`src/rtl/chan_arbiter.sv`:
```
// chan_arbiter: round-robin merger of NCH channel block FIFOs onto a single 16-bit word stream.
// Optional macro CHKHDR_EN: reject header words whose bit 15 is clear (one-cycle err pulse).
module chan_arbiter #(
  parameter int NCH = 16
) (
  input  logic              clk,
  input  logic              rst_n,
  input  logic [NCH-1:0]    req,
  output logic [NCH-1:0]    ack,
  input  logic [16*NCH-1:0] din,
  output logic [15:0]       odata,
  output logic              ovalid,
  input  logic              ofull,
  output logic              err
);
  localparam int          CW   = (NCH > 1) ? $clog2(NCH) : 1;
  localparam int unsigned NCHU = NCH;

  typedef enum logic [2:0] {IDLE, HDR, DEC, COPY, GAP} state_t;

  state_t         r_state, w_state;
  logic [CW-1:0]  r_ch, w_ch;
  logic [8:0]     r_rem, w_rem;
  logic [NCH-1:0] r_ack, w_ack;
  logic           r_take;
  logic           r_excl, w_excl;
  logic [15:0]    r_odata, w_odata;
  logic           r_ovalid, w_ovalid;
  logic           w_hit;
  logic [CW-1:0]  w_pick, w_idx;
  logic [15:0]    w_word;
  logic [8:0]     w_hdr_rem;
  logic           w_hdr_ok;

  assign w_word    = din[16*r_ch +: 16];
  assign w_hdr_rem = {1'b0, w_word[7:0]} + {8'd0, w_word[14]};

  // Search starts after the last grant; the just-served channel sits out one IDLE cycle
  // because its req still reflects the block that was just drained.
  always_comb begin
    w_hit  = 1'b0;
    w_pick = r_ch;
    w_idx  = '0;
    for (int unsigned i = 1; i <= NCHU; i++) begin
      w_idx = CW'((32'(r_ch) + i) % NCHU);
      if (!w_hit && req[w_idx] && !(r_excl && (w_idx == r_ch))) begin
        w_hit  = 1'b1;
        w_pick = w_idx;
      end
    end
  end

  // r_rem counts words not yet acknowledged; acks are issued one cycle ahead so the
  // COPY burst runs back-to-back behind the header.
  always_comb begin
    w_state  = r_state;
    w_ch     = r_ch;
    w_rem    = r_rem;
    w_ack    = '0;
    w_excl   = 1'b0;
    w_odata  = r_odata;
    w_ovalid = 1'b0;
    if (r_take && ((r_state != DEC) || w_hdr_ok)) begin
      w_odata  = w_word;
      w_ovalid = 1'b1;
    end
    case (r_state)
      IDLE: begin
        if (w_hit) begin
          w_ch    = w_pick;
          w_state = HDR;
          if (!ofull) w_ack = NCH'(1) << w_pick;
        end
      end
      HDR: begin
        if (r_ack != '0)  w_state = DEC;
        else if (!ofull)  w_ack   = NCH'(1) << r_ch;
      end
      DEC: begin
        if (!w_hdr_ok) begin
          w_state = GAP;
        end else if (w_hdr_rem == '0) begin
          w_rem   = '0;
          w_state = GAP;
        end else begin
          w_state = COPY;
          if (!ofull) begin
            w_ack = NCH'(1) << r_ch;
            w_rem = w_hdr_rem - 9'd1;
          end else begin
            w_rem = w_hdr_rem;
          end
        end
      end
      COPY: begin
        if (r_rem == '0) begin
          w_state = GAP;
        end else if (!ofull) begin
          w_ack = NCH'(1) << r_ch;
          w_rem = r_rem - 9'd1;
        end
      end
      GAP: begin
        w_state = IDLE;
        w_excl  = 1'b1;
      end
      default: w_state = IDLE;
    endcase
  end

  always_ff @(posedge clk or negedge rst_n) begin
    if (!rst_n) begin
      r_state  <= IDLE;
      r_ch     <= CW'(NCH - 1);
      r_rem    <= '0;
      r_ack    <= '0;
      r_take   <= 1'b0;
      r_excl   <= 1'b0;
      r_odata  <= '0;
      r_ovalid <= 1'b0;
    end else begin
      r_state  <= w_state;
      r_ch     <= w_ch;
      r_rem    <= w_rem;
      r_ack    <= w_ack;
      r_take   <= |r_ack;
      r_excl   <= w_excl;
      r_odata  <= w_odata;
      r_ovalid <= w_ovalid;
    end
  end

`ifdef CHKHDR_EN
  logic r_err;
  assign w_hdr_ok = w_word[15];
  always_ff @(posedge clk or negedge rst_n) begin
    if (!rst_n) r_err <= 1'b0;
    else        r_err <= (r_state == DEC) && r_take && !w_hdr_ok;
  end
  assign err = r_err;
`else
  assign w_hdr_ok = 1'b1;
  assign err      = 1'b0;
`endif

  assign ack    = r_ack;
  assign odata  = r_odata;
  assign ovalid = r_ovalid;
endmodule

```
`config.mk`:
```
export PLATFORM = sky130hd
export DESIGN_NAME = chan_arbiter
export DESIGN_NICKNAME = d
export VERILOG_FILES = /design/src/rtl/chan_arbiter.sv
export SDC_FILE = /design/constraint.sdc
export NUM_CORES = 1
export LEC_CHECK = 0
export CORE_MARGIN = 4
export CORE_UTILIZATION = 47
export DETAILED_ROUTE_END_ITERATION = 6
export PLACE_DENSITY = 0.88
export REMOVE_ABC_BUFFERS = 1
export SLEW_MARGIN = 40
export SYNTH_ARGS = -nofsm -noshare
export SYNTH_HDL_FRONTEND = slang
export SYNTH_SLANG_ARGS = --single-unit
```
`constraint.sdc`:
```
create_clock -name clk -period 15.4 [get_ports clk]
set_clock_uncertainty 0.15 [all_clocks]
set_input_delay 3.08 -clock clk [delete_from_list [all_inputs] [get_ports clk]]
set_output_delay 3.08 -clock clk [all_outputs]
set_load 0.01 [all_outputs]
```
Word-level counts from Yosys, hierarchy flattened:

Cells that the tools add are included.

* flip-flop bits (word level): 51
* input bits: 275
* output and inout port bits: 34
* logic and storage cells: 241

* $add $sub $neg: 19
* magnitude comparators: 16
* equal/unequal tests: 25
* shift-type cells: 3
* multiplexer cells: 83
* reductions and logical operators: 87

Operators by type and width (count)
* indexed part select 256 x 9 -> 16 bit: 1
* 2-to-1 mux 16 bit: 6
* less-than comparator 4 x 5 -> 1 bit (second input constant): 16
* binary-select mux 1 bit (select 4 bit): 16
* equality test 4 bit: 16
* 2-to-1 mux 4 bit: 16
* case mux 16 bit (4 select lines): 1
* logical AND 1 bit: 47
* 2-to-1 mux 9 bit: 4
* 2-to-1 mux 1 bit: 34
* adder 4 bit (second input constant): 8
* left shift 1 x 4 -> 16 bit (first input constant): 2
* zero test 1 bit: 31
* zero test 9 bit: 2
* case mux 9 bit (2 select lines): 1
* subtractor 9 x 1 -> 9 bit (second input constant): 2
* adder 4 x 3 -> 4 bit (second input constant): 4
* nonzero test 16 bit: 1
* OR reduction 16 bit: 1
* 2-to-1 mux 3 bit: 4
* case mux 3 bit (4 select lines): 1
* inequality test 2 bit (second input constant): 5
* adder 8 x 1 -> 9 bit: 1
* adder 4 x 1 -> 4 bit (second input constant): 2
* 8 further kinds: 11

Longest topological paths before layout:

* depth in word-level cells: 70
* mapped depth: 21

Worst setup path after synthesis:

Ideal clock, no wire load.

* path type: input to register
* from: input req[2]
* to: register r_ack[15], in the netlist ack[15]
* setup time: 0.101 ns
* data arrival time: 5.972 ns
* path slack: 9.177 ns
* cell stages on the path: 11
* path buffers: 1
* cells stage by stage: mux4_2 -> mux2i_1 -> mux2i_1 -> clkbuf_1 -> nor4_4 -> nand4_4 -> o221a_4 -> xnor2_2 -> or3b_1 -> or2_1 -> o32ai_1

* word-level cells in the longest chain between the ends: 68
* elaborated cells on any way between the ends: 114
* those cells by class: shift: 1; mux: 67; reduce/logical: 46

RTL lines
* start: declaration: RTL line 8 `input logic [NCH-1:0] req,`
* binary-select mux 1 bit (select 4 bit): RTL line 46 `if (!w_hit && req[w_idx] && !(r_excl && (w_idx == r_ch))) begin`
* 2-to-1 mux 1 bit (implied by the code): RTL line 46
* logical AND 1 bit: RTL line 46
* 2-to-1 mux 1 bit: RTL line 46
* zero test 1 bit: RTL line 46
* logical AND 1 bit (2 in a row): RTL line 46
* 2-to-1 mux 1 bit: RTL line 46
* zero test 1 bit: RTL line 46
* [... 51 more ...]
* zero test 1 bit: RTL line 46
* logical AND 1 bit (2 in a row): RTL line 46
* 2-to-1 mux 4 bit: RTL line 46
* left shift 1 x 4 -> 16 bit: RTL line 72 `if (!ofull) w_ack = NCH'(1) << w_pick;`
* 2-to-1 mux 16 bit: RTL line 72
* 2-to-1 mux 16 bit (*): RTL line 69 `if (w_hit) begin`
* case mux 16 bit (4 select lines) (*): RTL line 67 `case (r_state)`
* via w_ack[15]: RTL line 24 `logic [NCH-1:0] r_ack, w_ack;`
* end signal: assignment: RTL line 125 `r_ack <= w_ack;`
* end: declaration: RTL line 24

The timed path passes the listed nets; every way through them passes the cells marked *. The select of a mux whose other input is x is not followed.
A chain may end at the register's enable or synchronous reset.

Worst setup path in the final report:

* from: input req[11]
* to: register r_ack[10], in the netlist ack[10]

The elaborated chain is that of the path after synthesis.

==> run metrics <==
status=completed; clock root buffer=clkbuf_16; mean number of vias per cell=6.68; cts-stage hold buffer count=0; pin count of the biggest net entering global routing=55; max-slew violation count=0; leak pwr=3.79 nW; Post-synth EDFFs=0; via count=7,499; fin nets=1,226; Die W=131 um; DR pass1 iterations=5; Tmin final=6.97 ns; Worst-Margin Slew=0.785 ns; # resized after CTS=0; Max VDD drop=0.000131 V; CP endpoint kind=flip-flop; Fmax=0.144 GHz; fillcell total=1,087; RSZ-0062 raised after global routing=false; GPL Wtd Cong=1.02; Final Hold Fails=0; worst path required time=15.39 ns; worst min path class=reg -> reg; initial antenna violation count=12; max-slew headroom at the worst pin=47.3%; die height=131 um; H-tree levels=2; Post-Syn Area=7070 um^2; DR WL/cell=25.7 um; CTS tree=done; critical path peak fanout=14; postcts setup bufs=0; layout cell share with drive strength beyond 1=19.3%; total global routing overflow=0; Num CTS Buffers=5; register area share after synthesis=18.1%; DRT iter0 DRCs=1,037; Layout area overhead=47.0%; DP Area=10,200 um^2; total wire length=28,800 um; Tcrit/Tclk final=45.2%; crit path cell chain=clkdlybuf4s50_1, mux4_2, mux2i_1, mux2i_1, nor3b_2, nand4_4, a2111oi_0, nor2_1, a21oi_2, o32ai_1; CP max stage cell=mux4_2; Seq cells post-synth=51; port bufs=307; Final HPWL DP=23,700 um; CP Launch Type=input pin; CP Buf/Inv Count=1; FFs w/ async S/R, synth=100%; CTS max path bufs=2; Synth warnings=0; Setup Crit Path Kind=in -> reg; clock latency on the worst-skew pair=0.29 ns; delay-heaviest family, CP=compound AO/OA/AOI/OAI gates; Sum Neg Setup Slack=0 ns; # DRC=0; first-pass GRT wire length=42,600 um; predominant post-synthesis flop cell=dfrtp_1; most used cell, CP=mux2i_1; Total GRT Usage=33.3%; I/O pin cnt=309; Max Cap Viol=0; Core Footprint=14,600 um^2; CP arrival=6.96 ns; number of global-route vias before repair=7,329; Num Clock Sinks=51; post-synthesis cell type count=72; Synth Instances=660; Initial Util=48.3%; syn avg cell area=10.7 um^2; row count=44; ANT nets after route=0; Final Setup Violations=0; Crit path largest cell delay=0.58 ns; Worst-path clk slew=0.07 ns; total die area=17,100 um^2; fin area=10,400 um^2; pwr dens=258 nW/um^2
worst paths after layout:
check	end	cells after the start	slack (ns)	from
setup / recovery	ack[10]	10	8.43	req[11]
hold / removal	odata[9]	1	0.36	odata[9]
setup reg to reg	ack[10]	12	9.38	r_ch[0]
hold reg to reg	odata[9]	1	0.36	odata[9]
max in group asynchronous	odata[0]	2	11.94	rst_n
min in group asynchronous	ack[10]	2	2.75	rst_n
registers in the layout (all words and copies together), names as in the netlist:
name / cells
ovalid: 1
odata: 16
ack: 16
r_state: 3
r_excl: 1
r_ch: 4
r_take: 1
r_rem: 9
area by class of cell:
cell class / count / area (um^2) / area share, %
inverter: 19 / 71.3 / 0.686
tap: 184 / 230 / 2.22
antenna: 4 / 10.0 / 0.0964
clock buffer: 5 / 125 / 1.20
clock inverter: 3 / 43.8 / 0.422
timing repair buffer: 313 / 3120 / 30.0
multi-input combinational: 543 / 5500 / 53.0
sequential: 51 / 1290 / 12.4
synthesized netlist by cell type (8+ instances only):
cell | number | area, um^2
xnor2_1 | 12 | 105
o21ai_0 | 31 | 155
o22ai_1 | 8 | 50.1
a31oi_1 | 9 | 56.3
o32ai_1 | 9 | 78.8
nand2_1 | 40 | 150
mux2_2 | 37 | 417
and2_1 | 8 | 50.1
nor3_1 | 17 | 85.1
nor2b_1 | 8 | 50.1
buf_1 | 9 | 33.8
mux2i_1 | 31 | 310
buf_2 | 11 | 55.1
dfrtp_1 | 47 | 1180
ha_1 | 18 | 225
nand3_1 | 13 | 65.1
nand2b_1 | 11 | 68.8
mux4_2 | 104 | 2340
inv_1 | 18 | 67.6
clkbuf_1 | 20 | 75.1
nor2_1 | 43 | 161
a21oi_1 | 32 | 160
cells in the final DEF, fill, tap and decap left out, types with 7 or more instances in the layout:
cell type	synthesis	final
nor2b_1	8	8
a32o_1	7	7
nand3_1	13	13
inv_1	18	18
xnor2_1	12	11
dfrtp_1	47	47
o32ai_1	9	9
nor4_1	7	7
xor2_1	7	7
clkdlybuf4s50_1	0	306
o21ai_0	31	31
and2_1	8	8
mux4_2	104	104
a31oi_1	9	9
ha_1	18	18
nor3_1	17	17
mux2i_1	31	30
nand2b_1	11	11
nand2_1	40	40
a211oi_1	7	7
nor2_1	43	43
a21oi_1	32	32
mux2_2	37	37
o22ai_1	8	8
worst register-to-register path, stage by stage (launching register included):
cell and delay (ns):
dfstp_4 1.03, inv_1 0.60, ha_1 0.46, buf_4 0.30
mux2_2 0.42, mux4_2 0.53, mux2i_4 0.34, and3_1 0.36
nand4_4 0.20, a2111oi_0 0.59, nor2_1 0.14, a21oi_2 0.54
o32ai_1 0.21
layer usage:
metal	GRT usage, %	vias up	part of all wire (%)
met4	9.80	14	3.2
met3	11.1	82	14
met1	43.3	3623	37
met5	0	-	0.29
li1	-	3224	-
met2	53.3	556	46
per-stage QoR:
| stage | utilization, % | worst slack (ns) | cells | hold WS [ns] | total power [mW] |
|---|---|---|---|---|---|
| after floorplan | - | 8.37 | 613 | 0.313 | 1.86 |
| after global placement | 69.6 | 8.29 | 1110 | 0.339 | 2.44 |
| after detailed placement | 69.6 | 8.12 | 1110 | 0.354 | 2.47 |
| after CTS | 70.8 | 8.42 | 1118 | 0.365 | 2.61 |
| after global routing | 70.9 | 7.93 | 1120 | 0.385 | 2.85 |
| final | 70.9 | 8.43 | 1122 | 0.362 | 2.68 |
where the power goes:
| group | internal (mW) | switching, mW |
|---|---|---|
| logic | 0.999 | 1.24 |
| registers | 0.201 | 0.111 |
| clock network | 0.0767 | 0.0515 |
| total | 1.28 | 1.40 |
cell families (layout without fill, tap and decap cells):
family | count (synthesis) | count (layout) | share of synthesized area (%)
AND/OR/NAND/NOR | 182 | 182 | 13.6
adder cells (fa/ha/maj) | 18 | 18 | 3.19
flip-flops | 51 | 51 | 18.1
AO/OA/AOI/OAI | 148 | 148 | 14.2
XOR/XNOR | 21 | 21 | 2.82
buffers and inverters | 66 | 340 | 4.23
multiplexers | 173 | 173 | 43.8
other | 1 | 5 | 0.0531
(Power assumes the default switching activity.)
